[src/rtl/fp_round32_pkg.sv]
// Shared types and constants for the FP32 rounding stage.
package fp_round32_pkg;

  localparam int EXP_W  = 8;
  localparam int FRAC_W = 23;
  localparam int SIG_W  = FRAC_W + 4;

  typedef enum logic [2:0] {
    RM_RNE = 3'd0,
    RM_RTZ = 3'd1,
    RM_RDN = 3'd2,
    RM_RUP = 3'd3,
    RM_RMM = 3'd4
  } rm_e;

  typedef struct packed {
    logic             sign;
    logic [EXP_W-1:0] exp;
    logic [SIG_W-1:0] sig;
  } fp32n_t;

  localparam logic [30:0] MAX_FINITE = 31'h7F7FFFFF;
  localparam logic [30:0] INF        = 31'h7F800000;

  // Encodings 5-7 are reserved and fall back to round-to-nearest-even.
  function automatic rm_e rm_decode(input logic [2:0] raw);
    rm_decode = (raw > 3'd4) ? RM_RNE : rm_e'(raw);
  endfunction

endpackage

[src/rtl/fp_round32_decide.sv]
// Round-up decision from sign, LSB, guard and combined round/sticky.
module fp_round32_decide
  import fp_round32_pkg::*;
(
  input  logic sign,
  input  logic lsb,
  input  logic g,
  input  logic rs,
  input  rm_e  rm,
  output logic round_up
);

  always_comb begin
    round_up = 1'b0;
    case (rm)
      RM_RNE:  round_up = g & (rs | lsb);
      RM_RTZ:  round_up = 1'b0;
      RM_RDN:  round_up = sign & (g | rs);
      RM_RUP:  round_up = ~sign & (g | rs);
      RM_RMM:  round_up = g;
      default: round_up = g & (rs | lsb);
    endcase
  end

endmodule

[src/rtl/fp_round32.sv]
// Two-stage rounding pipeline between the FP32N normaliser and the result bus.
// Stage 1 decides the round-up bit; stage 2 applies it and forms the flags.
module fp_round32
  import fp_round32_pkg::*;
(
  input  logic        clk,
  input  logic        rst_n,
  input  logic        in_valid,
  output logic        in_ready,
  input  logic [35:0] in_num,
  input  logic [2:0]  in_rm,
  input  logic        in_under,
  input  logic        in_inexact,
  output logic        out_valid,
  input  logic        out_ready,
  output logic [31:0] out_num,
  output logic        out_inexact,
  output logic        out_overflow,
  output logic        out_underflow
);

  fp32n_t            num;
  rm_e               rm_in;
  logic              adv1, adv2, load1, load2;
  logic              up_in, special_in, zero_in;
  logic [FRAC_W-1:0] frac_in;

  logic              v1_q, v1_d, v2_q, v2_d;
  logic              sign1_q, sign1_d;
  logic [EXP_W-1:0]  exp1_q, exp1_d;
  logic [FRAC_W-1:0] frac1_q, frac1_d;
  logic              up1_q, up1_d;
  rm_e               rm1_q, rm1_d;
  logic              spec1_q, spec1_d;
  logic              zero1_q, zero1_d;
  logic              inx1_q, inx1_d;
  logic              under1_q, under1_d;

  logic [31:0]       num2_q, num2_d;
  logic              inx2_q, inx2_d;
  logic              ovf2_q, ovf2_d;
  logic              unf2_q, unf2_d;

  logic [30:0]       sum;
  logic [30:0]       ovf_mag;
  logic              ovf;

  assign num      = fp32n_t'(in_num);
  assign adv2     = ~v2_q | out_ready;
  assign adv1     = ~v1_q | adv2;
  assign in_ready = adv1;
  assign load1    = in_valid & adv1;
  assign load2    = v1_q & adv2;

  fp_round32_decide u_decide (
    .sign     (num.sign),
    .lsb      (num.sig[3]),
    .g        (num.sig[2]),
    .rs       (num.sig[1] | num.sig[0]),
    .rm       (rm_in),
    .round_up (up_in)
  );

  always_comb begin
    rm_in      = rm_decode(in_rm);
    special_in = (num.exp == '1);
    zero_in    = (num.exp == '0) && (num.sig == '0);
    frac_in    = num.sig[FRAC_W+2:3];
    // Quiet any NaN on the way through.
    if (special_in && (frac_in != '0)) frac_in[FRAC_W-1] = 1'b1;
  end

  always_comb begin
    v1_d     = adv1 ? in_valid : v1_q;
    sign1_d  = sign1_q;
    exp1_d   = exp1_q;
    frac1_d  = frac1_q;
    up1_d    = up1_q;
    rm1_d    = rm1_q;
    spec1_d  = spec1_q;
    zero1_d  = zero1_q;
    inx1_d   = inx1_q;
    under1_d = under1_q;
    if (load1) begin
      sign1_d  = num.sign;
      exp1_d   = num.exp;
      frac1_d  = frac_in;
      up1_d    = up_in & ~special_in;
      rm1_d    = rm_in;
      spec1_d  = special_in;
      zero1_d  = zero_in;
      inx1_d   = (num.sig[2] | num.sig[1] | num.sig[0] | in_inexact) & ~special_in;
      under1_d = in_under;
    end
  end

  // Carry out of the fraction bumps the exponent, including denormal -> 2^-126.
  always_comb begin
    sum = {exp1_q, frac1_q} + {30'd0, up1_q};
    ovf = ~spec1_q & (sum[30:23] == 8'hFF);
    case (rm1_q)
      RM_RTZ:  ovf_mag = MAX_FINITE;
      RM_RDN:  ovf_mag = sign1_q ? INF : MAX_FINITE;
      RM_RUP:  ovf_mag = sign1_q ? MAX_FINITE : INF;
      default: ovf_mag = INF;
    endcase
  end

  always_comb begin
    v2_d   = adv2 ? v1_q : v2_q;
    num2_d = num2_q;
    inx2_d = inx2_q;
    ovf2_d = ovf2_q;
    unf2_d = unf2_q;
    if (load2) begin
      num2_d = {sign1_q, sum};
      inx2_d = inx1_q;
      ovf2_d = 1'b0;
      unf2_d = under1_q & inx1_q;
      if (spec1_q) begin
        num2_d = {sign1_q, 8'hFF, frac1_q};
        inx2_d = 1'b0;
        unf2_d = 1'b0;
      end else if (zero1_q) begin
        num2_d = {sign1_q, 31'd0};
        inx2_d = 1'b0;
        unf2_d = 1'b0;
      end else if (ovf) begin
        num2_d = {sign1_q, ovf_mag};
        inx2_d = 1'b1;
        ovf2_d = 1'b1;
      end
    end
  end

  always_ff @(posedge clk or negedge rst_n) begin
    if (!rst_n) begin
      v1_q     <= 1'b0;
      v2_q     <= 1'b0;
      sign1_q  <= 1'b0;
      exp1_q   <= '0;
      frac1_q  <= '0;
      up1_q    <= 1'b0;
      rm1_q    <= RM_RNE;
      spec1_q  <= 1'b0;
      zero1_q  <= 1'b0;
      inx1_q   <= 1'b0;
      under1_q <= 1'b0;
      num2_q   <= '0;
      inx2_q   <= 1'b0;
      ovf2_q   <= 1'b0;
      unf2_q   <= 1'b0;
    end else begin
      v1_q     <= v1_d;
      v2_q     <= v2_d;
      sign1_q  <= sign1_d;
      exp1_q   <= exp1_d;
      frac1_q  <= frac1_d;
      up1_q    <= up1_d;
      rm1_q    <= rm1_d;
      spec1_q  <= spec1_d;
      zero1_q  <= zero1_d;
      inx1_q   <= inx1_d;
      under1_q <= under1_d;
      num2_q   <= num2_d;
      inx2_q   <= inx2_d;
      ovf2_q   <= ovf2_d;
      unf2_q   <= unf2_d;
    end
  end

  assign out_valid     = v2_q;
  assign out_num       = num2_q;
  assign out_inexact   = inx2_q;
  assign out_overflow  = ovf2_q;
  assign out_underflow = unf2_q;

endmodule
[config.mk]
export PLATFORM = sky130hd
export DESIGN_NAME = fp_round32
export DESIGN_NICKNAME = d
export VERILOG_FILES = /design/src/rtl/fp_round32_pkg.sv /design/src/rtl/fp_round32_decide.sv /design/src/rtl/fp_round32.sv
export SDC_FILE = /design/constraint.sdc
export NUM_CORES = 1
export LEC_CHECK = 0
export BUFFER_PORTS_ARGS = -buffer_cell sky130_fd_sc_hd__clkbuf_2
export CORE_ASPECT_RATIO = 1.75
export CORE_MARGIN = 4
export CORE_UTILIZATION = 55
export CTS_CLUSTER_SIZE = 24
export DETAILED_ROUTE_END_ITERATION = 7
export GPL_TIMING_DRIVEN = 0
export PLACE_DENSITY_LB_ADDON = 0.12
export RECOVER_POWER = 50
export SYNTH_ARGS = -nofsm -noshare
export SYNTH_HDL_FRONTEND = slang
export SYNTH_SLANG_ARGS = --single-unit
[constraint.sdc]
create_clock -name clk -period 3.02 [get_ports clk]
set_clock_uncertainty 0.15 [all_clocks]
set_input_delay 0.604 -clock clk [delete_from_list [all_inputs] [get_ports clk]]
set_output_delay 0.604 -clock clk [all_outputs]
set_load 0.03 [all_outputs]
# ---- Yosys cells after proc, flatten, opt, wreduce, memory -nomap -nowiden
# Index checks and enable logic that the tools add are counted.
dict set report word_totals {
  reg_bits 77
  input_bits 45
}
dict set report classes {
  addsub 1
  magnitude_cmp 1
  n_eq_ne 9
  mux 17
  bitwise_logic 22
  reduce_logical 5
}
# op count
set op_table {}
lappend op_table {{$mux 31} 3}
lappend op_table {{$pmux 24 s3} 1}
lappend op_table {{$mux 24} 2}
lappend op_table {{$add 31x1->31} 1}
lappend op_table {{$logic_not 27->1} 1}
lappend op_table {{$reduce_bool 23->1} 1}
lappend op_table {{$eq 8x8->1 const B} 2}
lappend op_table {{$eq 3x2->1 const B} 4}
lappend op_table {{$and 1x1->1} 9}
lappend op_table {{$mux 1} 9}
lappend op_table {{$logic_not 8->1} 1}
lappend op_table {{$or 1x1->1} 8}
lappend op_table {{$eq 3x1->1 const B} 2}
lappend op_table {{$not 1->1} 5}
lappend op_table {{$pmux 1 s4} 1}
lappend op_table {{$eq 3x3->1 const B} 1}
lappend op_table {{$gt 3x3->1 const B} 1}
lappend op_table {{$mux 3} 1}
lappend op_table {{$logic_and 1x1->1} 2}

# ---- Logic depth before layout (Yosys ltp)
dict set report logic_depth {
  word_depth 6
  mapped_depth 9
}

# ---- Hierarchy
# A second synthesis with hierarchy kept.
dict set report hier_totals {
  cells_unflattened 409
  hier_area_um2 4215.3
}
# mod n_inst cells_per_inst area_each_um2
set modules_own_cells {}
lappend modules_own_cells {fp_round32 1 402 4160.2}
lappend modules_own_cells {fp_round32_decide 1 7 55.1}

# ---- Worst setup path after synthesis
# Ideal clock, no wire load.
dict set report synth_timing {
  path_kind {reg-to-reg}
  from {reg frac1_q[0]}
  to {reg num2_q[10] (netlist: out_num[10])}
  setup_ns 0.126
  t_arrival_ns 2.207
  t_required_ns 2.744
  slack_ns 0.536
  stages_incl_launch_ff 10
  n_path_buf 1
  period_less_slack_ns 2.484
  cell_sequence {dfrtp_1 ha_1 ha_1 nand4_1 nor2_1 nand4_2 a211oi_4 a31o_2 buf_6 o22ai_1}
}
dict set report synth_between {
  elab_chain_len 6
}
# element line_no
set synth_lines {}
lappend synth_lines {{start, declared} fp_round32.sv:31} ;# logic [FRAC_W-1:0] frac1_q, frac1_d;
lappend synth_lines {{start signal, assigned} fp_round32.sv:158} ;# frac1_q <= frac1_d;
lappend synth_lines {{$add 31x1->31 *} fp_round32.sv:99} ;# sum = {exp1_q, frac1_q} + {30'd0, up1_q};
lappend synth_lines {{$eq 8x8->1} fp_round32.sv:100} ;# ovf = ~spec1_q & (sum[30:23] == 8'hFF);
lappend synth_lines {{$and 1x1->1} fp_round32.sv:100}
lappend synth_lines {{$mux 31 *} fp_round32.sv:128} ;# end else if (ovf) begin
lappend synth_lines {{$mux 31 *} fp_round32.sv:124} ;# end else if (zero1_q) begin
lappend synth_lines {{$mux 31 *} fp_round32.sv:120} ;# if (spec1_q) begin
lappend synth_lines {{end signal, assigned} fp_round32.sv:165} ;# num2_q <= num2_d;
lappend synth_lines {{end, declared} fp_round32.sv:39} ;# logic [31:0] num2_q, num2_d;
# Every way passes the cells marked *; elsewhere a longest branch is shown, timed or not.
# A chain may end at the register's enable or synchronous reset.

# ---- Worst setup path after layout
dict set report layout_timing {
  from {reg frac1_q[0]}
  to {reg num2_q[6] (netlist: out_num[6])}
}
# The elaborated chain is that of the path after synthesis.

==> summary.txt <==
Route
  • Iteration-0 DRC count of the detailed router: 351
  • Routed via count: 3701
  • Total routed wirelength: 10800 um
  • Routed length per instance: 17.5 um
  • DRT Pass-1 Iters: 4
  • Sum of routed wire segments on met1: 3950 um
  • Number of nets with antenna violations after detailed routing: 0
  • Met2 routed wirelength: 5910 um
  • Remaining design rule violation count: 0
  • Number of vias per cell after detailed routing: 5.97
  • Amount of wire on met3 after detailed routing: 586 um
  • Highest routed layer: met4

Synth
  • Average instance area after synthesis: 9.48 sq um
  • Count of unique library cells instantiated by Yosys: 45
  • FF+latch count, synth: 77
  • Netlist area before placement: 4090 sq um
  • Sequential fraction of the synthesis area: 0.472
  • YS warnings: 0
  • Share of synthesized registers carrying an async set or reset: 1.00
  • Post-Syn Nets: 478
  • Count of flip-flops with a built-in enable after synthesis: 0
  • Dominant register cell in the synthesized netlist: sky130_fd_sc_hd__dfrtp_1
  • Gate Count Post-Synth: 431

Layout
  • Area taken by flip-flops and latches: 1930 sq um
  • Commonest non-fill, non-tap cells in the layout: 77 x sky130_fd_sc_hd__dfrtp_1, 65 x sky130_fd_sc_hd__clkbuf_2, 55 x sky130_fd_sc_hd__nand2_1
  • Non-filler cells, final: 620
  • Antenna fix cells: 0
  • Multi-input gate area in the final layout: 2030 sq um
  • Final #Nets: 576
  • Layout overhead on the synthesized area: 21.9%
  • Leading cell type in the layout, fill and taps excluded: sky130_fd_sc_hd__dfrtp_1
  • Fraction of layout instances using a drive strength above 1: 0.238
  • # fillers: 613

Worst setup path
  • Reg2reg end: out_num[6]
  • CP Data Required Time: 3090 ps
  • Slowest-stage cell, CP: sky130_fd_sc_hd__dfrtp_1
  • Nature of the critical path endpoint: register
  • Setup Crit Path Kind: reg -> reg
  • Max FO, Critical Path: 10
  • Slack of the worst reg-to-reg path: 260 ps
  • R2r worst-path depth: 10
  • Worst EP arrival: 2820 ps
  • Worst path max stage delay: 370 ps
  • Critical path launch point type: register
  • Cell with the most instances on the worst path: sky130_fd_sc_hd__ha_1
  • Critical path cell sequence: ha_1 -> ha_1 -> nand4_1 -> nor2_4 -> nand4_2 -> a211oi_4 -> buf_4 -> a31o_2 -> buf_6 -> o22ai_1
  • Launching point of the worst reg2reg path: frac1_q[0]

Hold path
  • Hold Crit Start: rm1_q[2]
  • Number of stages on the worst hold path: 2
  • Destination of the worst hold path: rm1_q[2]
  • Worst min-delay path class: reg -> reg

Placement
  • Placed Instances: 599
  • Port bufs: 81
  • Worst setup slack after placement: -61.1 ps
  • Placer congestion estimate: 0.888
  • DP Wirelength: 7830 um

Power
  • Post-layout power: 0.00348 W
  • Switching power total: 0.00116 W
  • Worst voltage drop across the vdd grid: 452 uV
  • Portion of total power attributed to combinational logic: 0.252
  • Cell internal power dissipation: 0.00232 W
  • Power per Cell Area: 698 nW/um^2
  • Leak Pwr: 2.17 nW
  • Sw Share: 0.333
  • Share of total power in sequential cells: 0.394
  • Power share of the clock group: 0.355

Clocking
  • Clock-pin slew of the registers on the worst-case setup and hold paths: 60 ps
  • Num Clock Sinks: 77
  • Worst skew pair latency: 340 ps
  • Clock tree from TritonCTS: done
  • CTS Buffer Depth: 2
  • Root buffer cell: sky130_fd_sc_hd__clkbuf_16
  • Max H-tree Level: 3
  • TritonCTS Buffers: 9

Floorplan
  • Initial core utilization: 0.565
  • Die span in y: 122 um
  • Area of the core region: 7230 sq um
  • Number of core rows: 41
  • Die W: 73.2 um
  • Overall die area: 8930 sq um
  • Num ports: 82

STA
  • Number of hold-slack violations in the final timing report: 0
  • Fmax: 0.363 GHz
  • Post-layout minimum cycle time: 2760 ps
  • Slew at the pin closest to its max-slew limit: 936 ps
  • Worst-case hold slack: 305 ps
  • RSZ-0062 raised after global routing: false
  • Final sum of negative setup slack: 0 ps
  • Least setup slack across all paths after layout: 262 ps
  • Max-slew headroom: 0.376
  • Total setup violations reported at the end of the flow: 0
  • Number of pins exceeding their max-slew limit in the final report: 0
  • Crit share post-route: 0.913

GRT
  • Number of global-route vias before repair: 3767
  • Wire length of the first global-routing pass: 18100 um
  • Maximum number of pins on one net before global-route repair: 69
  • Overflow left after global routing: 0
  • GRT Overall Usage: 0.267
  • Initial antenna violation count: 0

Flow run
  • Max_cap viols: 0

Status
  • Outcome: complete, no violations
## worst max path at each step
| stage | startpoint | endpoint | slack, ps | cells after the start |
|---|---|---|---|---|
| final | frac1_q[0] | out_num[6] | 260 | 10 |
| after global routing | frac1_q[0] | out_num[1] | 70 | 9 |
| after CTS | frac1_q[0] | out_num[0] | 80 | 9 |
| after detailed placement | frac1_q[0] | out_num[0] | -60 | 9 |
| after global placement | frac1_q[0] | out_num[0] | -20 | 9 |
| after floorplan | frac1_q[0] | out_num[10] | 540 | 9 |
## flip-flops by register name, indices dropped and copies added (netlist names), 3 cells and up
name	count
frac1_q	23
out_num	32
exp1_q	8
rm1_q	3
## cell usage after synthesis (2+ instances only)
master | number | area (sq um)
sky130_fd_sc_hd__dfrtp_1 | 77 | 1930
sky130_fd_sc_hd__nand2_1 | 55 | 206
sky130_fd_sc_hd__a21oi_1 | 52 | 260
sky130_fd_sc_hd__nor2_1 | 37 | 139
sky130_fd_sc_hd__mux2_2 | 22 | 248
sky130_fd_sc_hd__xnor2_1 | 22 | 193
sky130_fd_sc_hd__clkbuf_1 | 18 | 67.6
sky130_fd_sc_hd__nand4_1 | 18 | 113
sky130_fd_sc_hd__o22ai_1 | 18 | 113
sky130_fd_sc_hd__o21ai_0 | 15 | 75.1
sky130_fd_sc_hd__nor4_1 | 8 | 50.1
sky130_fd_sc_hd__and3_1 | 7 | 43.8
sky130_fd_sc_hd__nand2b_1 | 7 | 43.8
sky130_fd_sc_hd__and4_1 | 6 | 52.6
sky130_fd_sc_hd__inv_1 | 6 | 22.5
sky130_fd_sc_hd__nand3_1 | 6 | 30.0
sky130_fd_sc_hd__buf_2 | 5 | 25.0
sky130_fd_sc_hd__xor2_1 | 5 | 43.8
sky130_fd_sc_hd__and2_1 | 4 | 25.0
sky130_fd_sc_hd__nor3_1 | 4 | 20.0
sky130_fd_sc_hd__o21a_1 | 4 | 30.0
sky130_fd_sc_hd__o22ai_2 | 3 | 37.5
sky130_fd_sc_hd__or3_1 | 3 | 18.8
sky130_fd_sc_hd__a31o_2 | 2 | 17.5
sky130_fd_sc_hd__a31oi_1 | 2 | 12.5
sky130_fd_sc_hd__buf_6 | 2 | 22.5
sky130_fd_sc_hd__ha_1 | 2 | 25.0
sky130_fd_sc_hd__nand3b_1 | 2 | 15.0
sky130_fd_sc_hd__o311ai_0 | 2 | 17.5
sky130_fd_sc_hd__o41ai_1 | 2 | 17.5
## metrics by stage
stage / instance area [sq um] / utilization
6_report: 4980 / 0.688
5_1_grt: 4980 / 0.688
4_1_cts: 4980 / 0.688
3_5_place_dp: 4630 / 0.640
3_3_place_gp: 4600 / 0.636
2_1_floorplan: 4090 / -
## routing by layer
metal,global-route usage,up-vias
met5,0,-
met4,0.151,0
met3,0.0421,28
met2,0.462,139
met1,0.305,1784
li1,-,1750
## power by group through the flow
stage	logic, W	registers, W	clock network, W
floorplan	0.000404	0.00157	0
global placement	0.000869	0.00138	0
detailed placement	0.000888	0.00139	0
CTS	0.000898	0.00137	0.00125
global route	0.000962	0.00139	0.00129
finish	0.000876	0.00137	0.00123
## what timing repair did
| action | CTS | global route |
|---|---|---|
| setup endpoints to repair | 23 | 23 |
| pin swaps | 0 | 2 |
| hold endpoints to repair | 9 | 0 |
| setup buffers | 0 | 4 |
| resized for setup | 1 | 2 |
| hold buffers | 1 | 0 |
## area by class of cell
cell class | instances | share of cell area
Clock inverter | 7 | 0.0229
Clock buffer | 9 | 0.0452
Tap cell | 86 | 0.0216
Sequential cell | 77 | 0.387
Inverter | 6 | 0.00452
Multi-Input combinational cell | 322 | 0.408
Timing Repair Buffer | 87 | 0.0870
Buffer | 26 | 0.0239
## kinds of logic (layout without fill, tap and decap cells)
family,after synthesis,after routing,share of synthesized area
DFF,77,77,0.472
xor gates and xnor gates,27,27,0.0579
adders and majority gates,3,3,0.00857
AOI/OAI and AO/OA,107,107,0.161
buffers and inverters,32,135,0.0346
muxes,22,22,0.0606
and+or+nand+nor,163,163,0.205
## critical path: cells and delay by family (launching register included)
| family | cells | cell delay, ps |
|---|---|---|
| flops | 1 | 370 |
| fa+ha+maj | 2 | 440 |
| simple gates | 3 | 700 |
| compound gates | 3 | 630 |
| buf+inv | 2 | 340 |
(Power assumes the default switching activity.)
